`src/rtl/fifo_stim_writer.sv`:
```
// ---------------------------------------------------------------------------
// fifo_stim_writer
//
// Purpose:
//   Stimulus generator for the write side of a FIFO. On a start request it
//   writes a burst of num_words incrementing data words, optionally spacing
//   the writes by gap_cyc idle cycles, and honours backpressure from wr_full.
//   The data sequence is continuous across bursts and wraps modulo
//   2^DAT_BIT. A running total of accepted writes is kept since reset.
//
// Parameters:
//   DAT_BIT  - write data width
//   CNT_BIT  - width of the word count, stall count and total count
//
// Ports:
//   wr_clk      in   single clock, rising edge
//   wr_rst_n    in   asynchronous active-low reset
//   start       in   burst request pulse (honoured only in IDLE)
//   abort       in   terminate the burst in progress
//   num_words   in   burst length, sampled when start is accepted
//   gap_cyc     in   idle cycles after each non-final write, sampled on start
//   wr_full     in   FIFO full flag (write domain)
//   wr_en       out  FIFO write strobe
//   wr_data     out  FIFO write data (current sequence value)
//   busy        out  burst in progress (WRITE or GAP)
//   done        out  one-cycle pulse when a burst completes
//   stall_cnt   out  cycles the current/last burst was blocked by wr_full
//   wr_total    out  accepted writes since reset (wraps)
//   dbg_state   out  FSM state (0=IDLE 1=WRITE 2=GAP 3=DONE)
//
// Handshake:
//   A write is accepted in every cycle where wr_en=1. wr_en is raised only
//   in WRITE when wr_full=0 and abort=0; the FIFO must take the word in that
//   same cycle. There is no other handshake on this block.
//
// Build option:
//   FIFO_STIM_TRACE_EN - when defined, adds simulation-only trace messages
//   for each accepted write, each burst completion, and a warning when
//   wr_full has been held for 256 consecutive WRITE cycles. Port behaviour
//   is identical with or without it.
// ---------------------------------------------------------------------------
module fifo_stim_writer #(
  parameter int DAT_BIT = 8,
  parameter int CNT_BIT = 16
) (
  input  logic               wr_clk,
  input  logic               wr_rst_n,
  input  logic               start,
  input  logic               abort,
  input  logic [CNT_BIT-1:0] num_words,
  input  logic [3:0]         gap_cyc,
  input  logic               wr_full,
  output logic               wr_en,
  output logic [DAT_BIT-1:0] wr_data,
  output logic               busy,
  output logic               done,
  output logic [CNT_BIT-1:0] stall_cnt,
  output logic [CNT_BIT-1:0] wr_total,
  output logic [1:0]         dbg_state
);

  typedef enum logic [1:0] {
    ST_IDLE  = 2'd0,
    ST_WRITE = 2'd1,
    ST_GAP   = 2'd2,
    ST_DONE  = 2'd3
  } state_t;

  localparam logic [DAT_BIT-1:0] SEQ_ONE = DAT_BIT'(1);
  localparam logic [CNT_BIT-1:0] CNT_ONE = CNT_BIT'(1);

  // -------------------------------------------------------------------------
  // Registers
  // -------------------------------------------------------------------------
  state_t             r_state;
  logic [DAT_BIT-1:0] r_seq;
  logic [CNT_BIT-1:0] r_words_left;
  logic [3:0]         r_gap;
  logic [3:0]         r_gap_cnt;
  logic [CNT_BIT-1:0] r_stall_cnt;
  logic [CNT_BIT-1:0] r_wr_total;

  // -------------------------------------------------------------------------
  // Combinational decode
  // -------------------------------------------------------------------------
  state_t w_next_state;
  logic   w_start_acc;
  logic   w_wr_acc;
  logic   w_stall;
  logic   w_last;
  logic   w_enter_gap;

  // abort in IDLE also blocks start, so start+abort leaves the FSM idle.
  assign w_start_acc = (r_state == ST_IDLE) && start && !abort;

  // abort has priority over the write strobe: no word leaves in an abort cycle.
  assign w_wr_acc    = (r_state == ST_WRITE) && !wr_full && !abort;
  assign w_stall     = (r_state == ST_WRITE) &&  wr_full && !abort;
  assign w_last      = (r_words_left == CNT_ONE);
  assign w_enter_gap = w_wr_acc && !w_last && (r_gap != 4'd0);

  // -------------------------------------------------------------------------
  // FSM: state register
  // -------------------------------------------------------------------------
  always_ff @(posedge wr_clk or negedge wr_rst_n) begin
    if (!wr_rst_n) begin
      r_state <= ST_IDLE;
    end else begin
      r_state <= w_next_state;
    end
  end

  // -------------------------------------------------------------------------
  // FSM: next state and outputs
  // -------------------------------------------------------------------------
  always_comb begin
    w_next_state = r_state;
    wr_en        = 1'b0;
    busy         = 1'b0;
    done         = 1'b0;

    case (r_state)
      ST_IDLE: begin
        if (w_start_acc) begin
          // A zero-length burst goes straight to DONE so the caller still
          // sees a completion pulse.
          if (num_words == '0) begin
            w_next_state = ST_DONE;
          end else begin
            w_next_state = ST_WRITE;
          end
        end
      end

      ST_WRITE: begin
        busy  = 1'b1;
        wr_en = w_wr_acc;
        if (abort) begin
          w_next_state = ST_IDLE;
        end else if (w_wr_acc) begin
          if (w_last) begin
            w_next_state = ST_DONE;
          end else if (r_gap != 4'd0) begin
            w_next_state = ST_GAP;
          end else begin
            w_next_state = ST_WRITE;
          end
        end
        // wr_full with no abort: hold in WRITE.
      end

      ST_GAP: begin
        busy = 1'b1;
        if (abort) begin
          w_next_state = ST_IDLE;
        end else if (r_gap_cnt == 4'd0) begin
          w_next_state = ST_WRITE;
        end
      end

      ST_DONE: begin
        done         = 1'b1;
        w_next_state = ST_IDLE;
      end

      default: begin
        w_next_state = ST_IDLE;
      end
    endcase
  end

  // -------------------------------------------------------------------------
  // Sequence value: persists across bursts, wraps naturally.
  // -------------------------------------------------------------------------
  always_ff @(posedge wr_clk or negedge wr_rst_n) begin
    if (!wr_rst_n) begin
      r_seq <= '0;
    end else if (w_wr_acc) begin
      r_seq <= r_seq + SEQ_ONE;
    end
  end

  // -------------------------------------------------------------------------
  // Burst parameters: words remaining and latched gap length
  // -------------------------------------------------------------------------
  always_ff @(posedge wr_clk or negedge wr_rst_n) begin
    if (!wr_rst_n) begin
      r_words_left <= '0;
      r_gap        <= 4'd0;
    end else if (w_start_acc) begin
      r_words_left <= num_words;
      r_gap        <= gap_cyc;
    end else if (w_wr_acc) begin
      r_words_left <= r_words_left - CNT_ONE;
    end
  end

  // -------------------------------------------------------------------------
  // Gap counter. Loaded with gap-1 on entry so that GAP occupies exactly
  // r_gap cycles: it leaves when the counter reads zero.
  // -------------------------------------------------------------------------
  always_ff @(posedge wr_clk or negedge wr_rst_n) begin
    if (!wr_rst_n) begin
      r_gap_cnt <= 4'd0;
    end else if (w_enter_gap) begin
      r_gap_cnt <= r_gap - 4'd1;
    end else if ((r_state == ST_GAP) && (r_gap_cnt != 4'd0)) begin
      r_gap_cnt <= r_gap_cnt - 4'd1;
    end
  end

  // -------------------------------------------------------------------------
  // Stall counter: cleared on each accepted start, saturating.
  // -------------------------------------------------------------------------
  always_ff @(posedge wr_clk or negedge wr_rst_n) begin
    if (!wr_rst_n) begin
      r_stall_cnt <= '0;
    end else if (w_start_acc) begin
      r_stall_cnt <= '0;
    end else if (w_stall && (r_stall_cnt != '1)) begin
      r_stall_cnt <= r_stall_cnt + CNT_ONE;
    end
  end

  // -------------------------------------------------------------------------
  // Total accepted writes since reset, wrapping.
  // -------------------------------------------------------------------------
  always_ff @(posedge wr_clk or negedge wr_rst_n) begin
    if (!wr_rst_n) begin
      r_wr_total <= '0;
    end else if (w_wr_acc) begin
      r_wr_total <= r_wr_total + CNT_ONE;
    end
  end

  // -------------------------------------------------------------------------
  // Output mapping
  // -------------------------------------------------------------------------
  assign wr_data   = r_seq;
  assign stall_cnt = r_stall_cnt;
  assign wr_total  = r_wr_total;
  assign dbg_state = r_state;

  // -------------------------------------------------------------------------
  // Optional simulation trace
  // -------------------------------------------------------------------------
`ifdef FIFO_STIM_TRACE_EN
  // Consecutive WRITE cycles with wr_full high; saturates so the warning
  // fires once per blocked stretch.
  logic [8:0] r_full_run;

  always_ff @(posedge wr_clk or negedge wr_rst_n) begin
    if (!wr_rst_n) begin
      r_full_run <= '0;
    end else begin
      if ((r_state == ST_WRITE) && wr_full) begin
        if (r_full_run != 9'h1FF) begin
          r_full_run <= r_full_run + 9'd1;
        end
        if (r_full_run == 9'd255) begin
          $display("%0t fifo_stim_writer: warning, wr_full held for 256 WRITE cycles (seq=%0d words_left=%0d)",
                   $time, r_seq, r_words_left);
        end
      end else begin
        r_full_run <= '0;
      end

      if (w_wr_acc) begin
        $display("%0t fifo_stim_writer: write seq=%0d words_left=%0d",
                 $time, r_seq, r_words_left);
      end

      if (r_state == ST_DONE) begin
        $display("%0t fifo_stim_writer: burst done seq=%0d words_left=%0d",
                 $time, r_seq, r_words_left);
      end
    end
  end
`else
  // Trace disabled: no additional logic.
`endif

endmodule
```
`config.mk`:
```
export PLATFORM = sky130hd
export DESIGN_NAME = fifo_stim_writer
export DESIGN_NICKNAME = d
export VERILOG_FILES = /design/src/rtl/fifo_stim_writer.sv
export SDC_FILE = /design/constraint.sdc
export NUM_CORES = 1
export LEC_CHECK = 0
export BUFFER_PORTS_ARGS = -buffer_cell sky130_fd_sc_hd__buf_4
export CELL_PAD_IN_SITES_DETAIL_PLACEMENT = 1
export CELL_PAD_IN_SITES_GLOBAL_PLACEMENT = 2
export CORE_MARGIN = 2
export CORE_UTILIZATION = 37
export CTS_CLUSTER_SIZE = 14
export DETAILED_ROUTE_END_ITERATION = 8
export PLACE_DENSITY = 0.82
export SLEW_MARGIN = 25
export SYNTH_ARGS = -nofsm -noshare
export SYNTH_HDL_FRONTEND = slang
export SYNTH_SLANG_ARGS = --single-unit
```
`constraint.sdc`:
```
create_clock -name wr_clk -period 6.3 [get_ports wr_clk]
set_clock_uncertainty 0.2 [all_clocks]
set_input_delay 0.63 -clock wr_clk [delete_from_list [all_inputs] [get_ports wr_clk]]
set_output_delay 0.63 -clock wr_clk [all_outputs]
set_load 0.1 [all_outputs]
```
==> impl_metrics.toml, run 1 <==
[critical_path]
cp_data_arrival_time_ps = 2830
cp_top_family = "simple AND/OR/NAND/NOR gates"
path_max_fanout = 4
critPathLaunch = "r_words_left[10]"
regToRegSetupSlack_ps = 3540
critPathBufInv = 0
critPathKind = "register to register"
critPathRequiredTime_ps = 6370
worst_setup_path_end_kind = "register"
max_stage_delay_ps = 550
cp.depth = 8
r2r-end = "r_gap_cnt[2]"
rr_worst_depth = 8
endpoint = "r_gap_cnt[2]"
rr_startpoint = "r_words_left[10]"
crit_path_frequent_cell = "a21oi_1"
path_cells = "or3_2, nor4_2, nand2_1, a32oi_1, ha_1, nor3b_1, a21oi_1, a21oi_1"
startpoint_type = "register"
slowest_stage = "or3_2"

[yosys]
synth_fa_ha_area_share_pct = 3.95
synth_warnings = 0
synth_top_area_share_pct = 47.4
synth_flop_cell = "dfrtp_1"
seq_area_frac_synth_pct = 47.4
ys_top_cells_by_area = "dfrtp_1, xnor2_1, nand2_1"
async_flop_share_pct = 100
yosys-mux-area-fraction_pct = 0.646
synth_area_um2 = 3490
synth_largest_area_cell = "dfrtp_1"
synth_compound_area_share_pct = 7.93
ys_types = 54
syn_inst = 351
synth_xor_area_share_pct = 13.1
synth_top_family_by_area = "simple AND/OR/NAND/NOR gates"
syn_avg_cell_area_um2 = 9.93
synth_nets = 387
synth_edf_count = 0
ys_ff_latch = 66
yosys.area_share.simple_pct = 24.4

[clock_tree]
ctsHoldBuffers = 0
numCtsBuffers = 9
clk_pin_slew_ps = 80
cts_resized = 0
cts_buffer_depth = 2
clock_latency_ps = 350
clockRootBuffer = "clkbuf_8"
cts.sinks = 66
htreeDepth = 3
cts_tree = "built"
cts_setup_buffers = 0

[die]
design.core.area_um2 = 9200
die_w_um = 101
rows = 35
die_h_um = 101
start_util_pct = 37.9
design.die.area_um2 = 10200
ioPinCount = 70

[place]
post-place-ws_ps = 3520
dp_hpwl_mm = 6.09
portBuffers = 69
place.gp.congestion = 0.853

[cells_and_area]
fill_cells = 1058
final_layout_size_suffix_gt1_share_pct = 24.8
diodes = 0
final_nets = 458
area_delta_synth_final_pct = 25.2

[global_route]
grt_pass1_vias = 2910
grt_usage_pct = 17.9
grt_pass1_wl_mm = 14.3
grt_antenna_before_repair = 0
grt_overflow_total = 0
grt_max_degree = 67

[timing]
max_freq_ghz = 0.362
drv_slew = 0
relSlewSlack_pct = 31.6
fin_tns_setup_ps = 0
fin_ws_ps = 3540
rsz0062_at_grt = "false"
hold_ws_ps = 178
worstMarginPinSlew_ps = 1020
min_period_ps = 2760
final-setup-viol-count = 0
finalHoldViolations = 0
fin_crit_sh_pct = 43.9

[drt]
drt_wl_total_mm = 8.36
wl_met2_mm = 4.10
dr_wl_met3_um = 240
antenna_left = 0
dr.pass1.iters = 6
viasPerCell = 5.23
drt-initial-drc-count = 74
dr.max_layer_used = "met4"
routedLengthMet1_mm = 3.90
vias = 2816
avgRoutedWirePerCell_um = 15.5
drc = 0

[pwr]
power_mw = 1.96
ir_worst_vdd_mv = 0.449
leakagePower_nw = 1.93
p_per_area_nw_per_um2 = 449

[flow_run]
maxCapViolations = 0

[run_status]
status = "finished, final reports clean"

[min_path]
hold_class = "input port to asynchronous set/reset pin"
-- worst register-to-register path, delay by kind of cell (launching register included) --
kind                     cells  cell delay, ps
AO/OA/AOI/OAI                3             490
flip-flops                   1             440
AND/OR/NAND/NOR              4            1320
adder cells (fa/ha/maj)      1             240
-- area by class of cell --
type                       count  area [um2]  share of cell area, %
multi-input combinational    268        1750                   40.1
sequential                    66        1650                   37.8
timing repair buffer          71         553                   12.7
tap                          111         139                   3.18
clock inverter                 7         125                   2.87
clock buffer                   9         124                   2.84
inverter                       6        22.5                  0.516
-- through the flow --
stage                     utilization [%]  cell area (um2)  std cells
after floorplan                         -             3490        351
after CTS                            47.5             4370        538
after global placement               44.5             4090        521
after detailed placement             44.8             4120        522
final                                47.5             4370        538
after global routing                 47.5             4370        538
-- layer usage --
metal	track usage [%]	up-vias
li1	-	1368
met1	24.0	1391
met2	29.3	46
met3	2.98	11
met4	6.13	0
met5	0	-
-- report_power, final --
group          leakage (nW)  internal [mW]  switching, mW  total [mW]
Combinational         0.944          0.251          0.588       0.838
Sequential            0.861          0.536          0.140       0.676
Clock                 0.124          0.267          0.180       0.447
-- cells in the final DEF (no fill, tap or decap), types with 2 or more instances in the layout --
cell type,count
nand2b_1,2
mux2_2,2
inv_1,6
clkinv_4,2
a21oi_1,9
or2_2,2
clkbuf_8,9
o21ai_0,6
and4_1,2
a32oi_1,3
nor3_1,11
dfrtp_1,66
nor4_2,2
nor4_1,7
nor2_1,30
nor4b_1,2
xnor2_1,40
or3_1,2
nand4_1,13
bufinv_16,3
nand3_1,12
nand2_1,50
xor2_1,12
ha_1,11
buf_4,70
and3_1,7
inv_6,2
nor3_2,3
nor3b_1,2
o21ai_1,12
o21ai_2,2
-- worst min-delay path by stage --
stage,cells past startpoint,slack (ps),startpoint,endpoint
after global placement,1,260,wr_total[15],wr_total[15]
after detailed placement,1,270,wr_total[15],wr_total[15]
final,1,180,wr_rst_n,wr_total[4]
after CTS,1,220,wr_rst_n,wr_total[14]
after global routing,1,250,wr_rst_n,wr_total[4]
after floorplan,0,130,wr_rst_n,dbg_state[0]
-- cell families after synthesis --
family / Yosys count
simple gates: 160
flops: 66
xor+xnor: 52
compound gates: 43
buf+inv: 17
fa+ha+maj: 11
mux: 2
-- state kept, by name (all words and copies together) (netlist names) --
| name | cells |
|---|---|
| wr_data | 8 |
| r_gap | 4 |
| wr_total | 16 |
| dbg_state | 2 |
| r_gap_cnt | 4 |
| stall_cnt | 16 |
| r_words_left | 16 |
-- Yosys cell counts (3+ instances only) --
library cell,instances
nor3_1,11
xnor2_1,40
xor2_1,12
nor3_2,3
dfrtp_1,66
o21ai_1,12
nor4_1,7
a32oi_1,3
nand4_1,13
nor2_1,31
inv_1,6
a21oi_1,9
and3_1,7
nand2_1,50
clkbuf_1,5
o21ai_0,6
nand3_1,12
ha_1,11
Power figures use the tool's default switching activity.
==> run 2: changes to the inputs <==
--- a/config.mk
+++ b/config.mk
@@ -5,14 +5,15 @@
 export SDC_FILE = /design/constraint.sdc
 export NUM_CORES = 1
 export LEC_CHECK = 0
+export ABC_AREA = 1
 export BUFFER_PORTS_ARGS = -buffer_cell sky130_fd_sc_hd__buf_4
 export CELL_PAD_IN_SITES_DETAIL_PLACEMENT = 1
 export CELL_PAD_IN_SITES_GLOBAL_PLACEMENT = 2
 export CORE_MARGIN = 2
-export CORE_UTILIZATION = 37
+export CORE_UTILIZATION = 33
 export CTS_CLUSTER_SIZE = 14
 export DETAILED_ROUTE_END_ITERATION = 8
-export PLACE_DENSITY = 0.82
+export PLACE_DENSITY = 0.78
 export SLEW_MARGIN = 25
 export SYNTH_ARGS = -nofsm -noshare
 export SYNTH_HDL_FRONTEND = slang
==> constraint.sdc (replaced) <==
create_clock -name wr_clk -period 2.68 [get_ports wr_clk]
set_clock_uncertainty 0.2 [all_clocks]
set_input_delay 0.268 -clock wr_clk [delete_from_list [all_inputs] [get_ports wr_clk]]
set_output_delay 0.268 -clock wr_clk [all_outputs]
set_load 0.1 [all_outputs]
==> impl_metrics.toml, run 2 <==
[cells_and_area]
final_nets = 578
area_delta_synth_final_pct = 31.0
final_util_pct = 44.6
diodes = 0
layout_commonest_cell = "nand2_1"
final_cell_mix = "nand2_1, buf_4, dfrtp_1"
design_area_um2 = 4880
final_layout_size_suffix_gt1_share_pct = 21.6

[die]
design.die.area_um2 = 12200
ioPinCount = 70
die_h_um = 110
start_util_pct = 34.1
design.core.area_um2 = 10900
die_w_um = 110
rows = 38

[clock_tree]
htreeDepth = 3
clockRootBuffer = "clkbuf_16"
clock_latency_ps = 330
cts.sinks = 66
clk_pin_slew_ps = 60
cts_setup_buffers = 0
cts_tree = "built"
numCtsBuffers = 9
cts_buffer_depth = 2

[place]
placed_area_um2 = 4420
dp_hpwl_mm = 7.66
place.gp.congestion = 0.820
post-place-ws_ps = 345
portBuffers = 69

[yosys]
async_flop_share_pct = 100
synth_flop_cell = "dfrtp_1"
synth_most_common_cell = "nand2_1"
synth_nets = 489
synth_area_um2 = 3730
ys_types = 37
synth_common_cells = "nand2_1, dfrtp_1, inv_1, nor2_1, nand3_1"
syn_avg_cell_area_um2 = 8.23
synth_edf_count = 0
syn_inst = 453
ys_top_cells_by_area = "dfrtp_1, nand2_1, inv_1"
synth_top_area_share_pct = 44.3
synth_largest_area_cell = "dfrtp_1"
ys_ff_latch = 66
synth_warnings = 0
seq_area_frac_synth_pct = 44.3

[critical_path]
critPathRequiredTime_ps = 2720
startpoint_type = "register"
cp_data_arrival_time_ps = 2370
path_max_fanout = 14
rr_worst_depth = 10
critPathKind = "register to register"
worst_setup_path_end_kind = "register"

[global_route]
grt_pass1_vias = 3495
grt_overflow_total = 0
grt_max_degree = 67
grt_usage_pct = 18.6
grt_antenna_before_repair = 0
grt_pass1_wl_mm = 17.4

[timing]
final-setup-viol-count = 0
fin_tns_setup_ps = 0
finalHoldViolations = 0
min_period_ps = 2330
drv_slew = 0
rsz0062_at_grt = "false"
fin_crit_sh_pct = 86.8
relSlewSlack_pct = 40.4
worstMarginPinSlew_ps = 893
max_freq_ghz = 0.430
fin_ws_ps = 352

[drt]
drt-initial-drc-count = 99
viasPerCell = 4.89
drt_wl_total_mm = 10.5
dr.pass1.iters = 4
drc = 0
avgRoutedWirePerCell_um = 15.3
antenna_left = 0
vias = 3359

[min_path]
hold_class = "input port to register"
holdPathStages = 3

[run_status]
status = "finished, final reports clean"

[flow_run]
maxCapViolations = 0

[pwr]
p_per_area_nw_per_um2 = 1130
power_mw = 5.52
leakagePower_nw = 2.45
ir_worst_vdd_mv = 1.08
run 2: cell count changes after synthesis, moves of 6 or more:
cell and change:
inv_1 +57, nand2_1 +46, xnor2_1 -30, nand3_1 +21, o21ai_0 +11, o21ai_1 -11, o221ai_1 +9, xor2_1 +8
and3_1 -7, nand2_2 +6, nor2_1 +6, nor4_1 -6
run 2: final timing paths:
check / start / end / slack (ps)
min in group asynchronous: wr_rst_n / r_words_left[6] / 390
max in group asynchronous: wr_rst_n / dbg_state[1] / 1220
worst max register to register: dbg_state[1] / r_words_left[14] / 350
worst max-delay path: dbg_state[1] / r_words_left[14] / 350
worst min register to register: wr_total[15] / wr_total[15] / 270
worst min-delay path: num_words[0] / r_words_left[0] / 20
run 2: report_power, final:
group	switching, mW	internal [mW]	leakage (nW)
clock	0.464	0.909	0.166
combinational	1.90	0.669	1.42
sequential	0.288	1.29	0.860
total	2.65	2.86	2.45
run 2: area by class of cell:
| type | instances | area (um2) |
|---|---|---|
| clock buffer | 9 | 225 |
| clock inverter | 7 | 116 |
| fill | 1339 | 6050 |
| inverter | 69 | 262 |
| multi-input combinational | 312 | 1790 |
| sequential | 66 | 1650 |
| tap | 140 | 175 |
| timing repair buffer | 84 | 661 |
run 2: stage by stage:
| step | hold WS [ps] | std cells |
|---|---|---|
| after global routing | 6.57 | 687 |
| after floorplan | -228 | 453 |
| after CTS | 5.87 | 687 |
| after global placement | 253 | 659 |
| after detailed placement | 256 | 659 |
| final | 20.1 | 687 |
run 2: cells by family (layout without fill, tap and decap cells):
logic type	count (synthesis)	in the layout	share of synthesized area, %
AOI/OAI and AO/OA	56	56	9.47
xor gates and xnor gates	30	30	7.05
adders and majority gates	11	11	3.69
buffers and inverters	75	169	7.69
DFF	66	66	44.3
and+or+nand+nor	215	215	27.8
run 2: worst max-delay path, stage by stage (launching register included):
cell and delay (ps):
dfrtp_2 430, inv_1 120, ha_1 230, nand2_2 120, nor2_8 240, inv_4 120, nor2_4 240, inv_1 220
a21oi_1 180, nand2_1 70, o221ai_1 70
run 2: repair_timing:
item	in CTS	in global routing
hold buffers	12	0
gates resized for setup	0	0
endpoints found under the hold margin	77	0
run 2: metal layers:
layer,vias up,GRT usage (%),part of all wire [%]
li1,1664,-,-
met1,1634,24.8,47
met2,53,30.2,48
met3,8,4.82,4.1
met4,0,4.55,0.94
met5,-,0,0
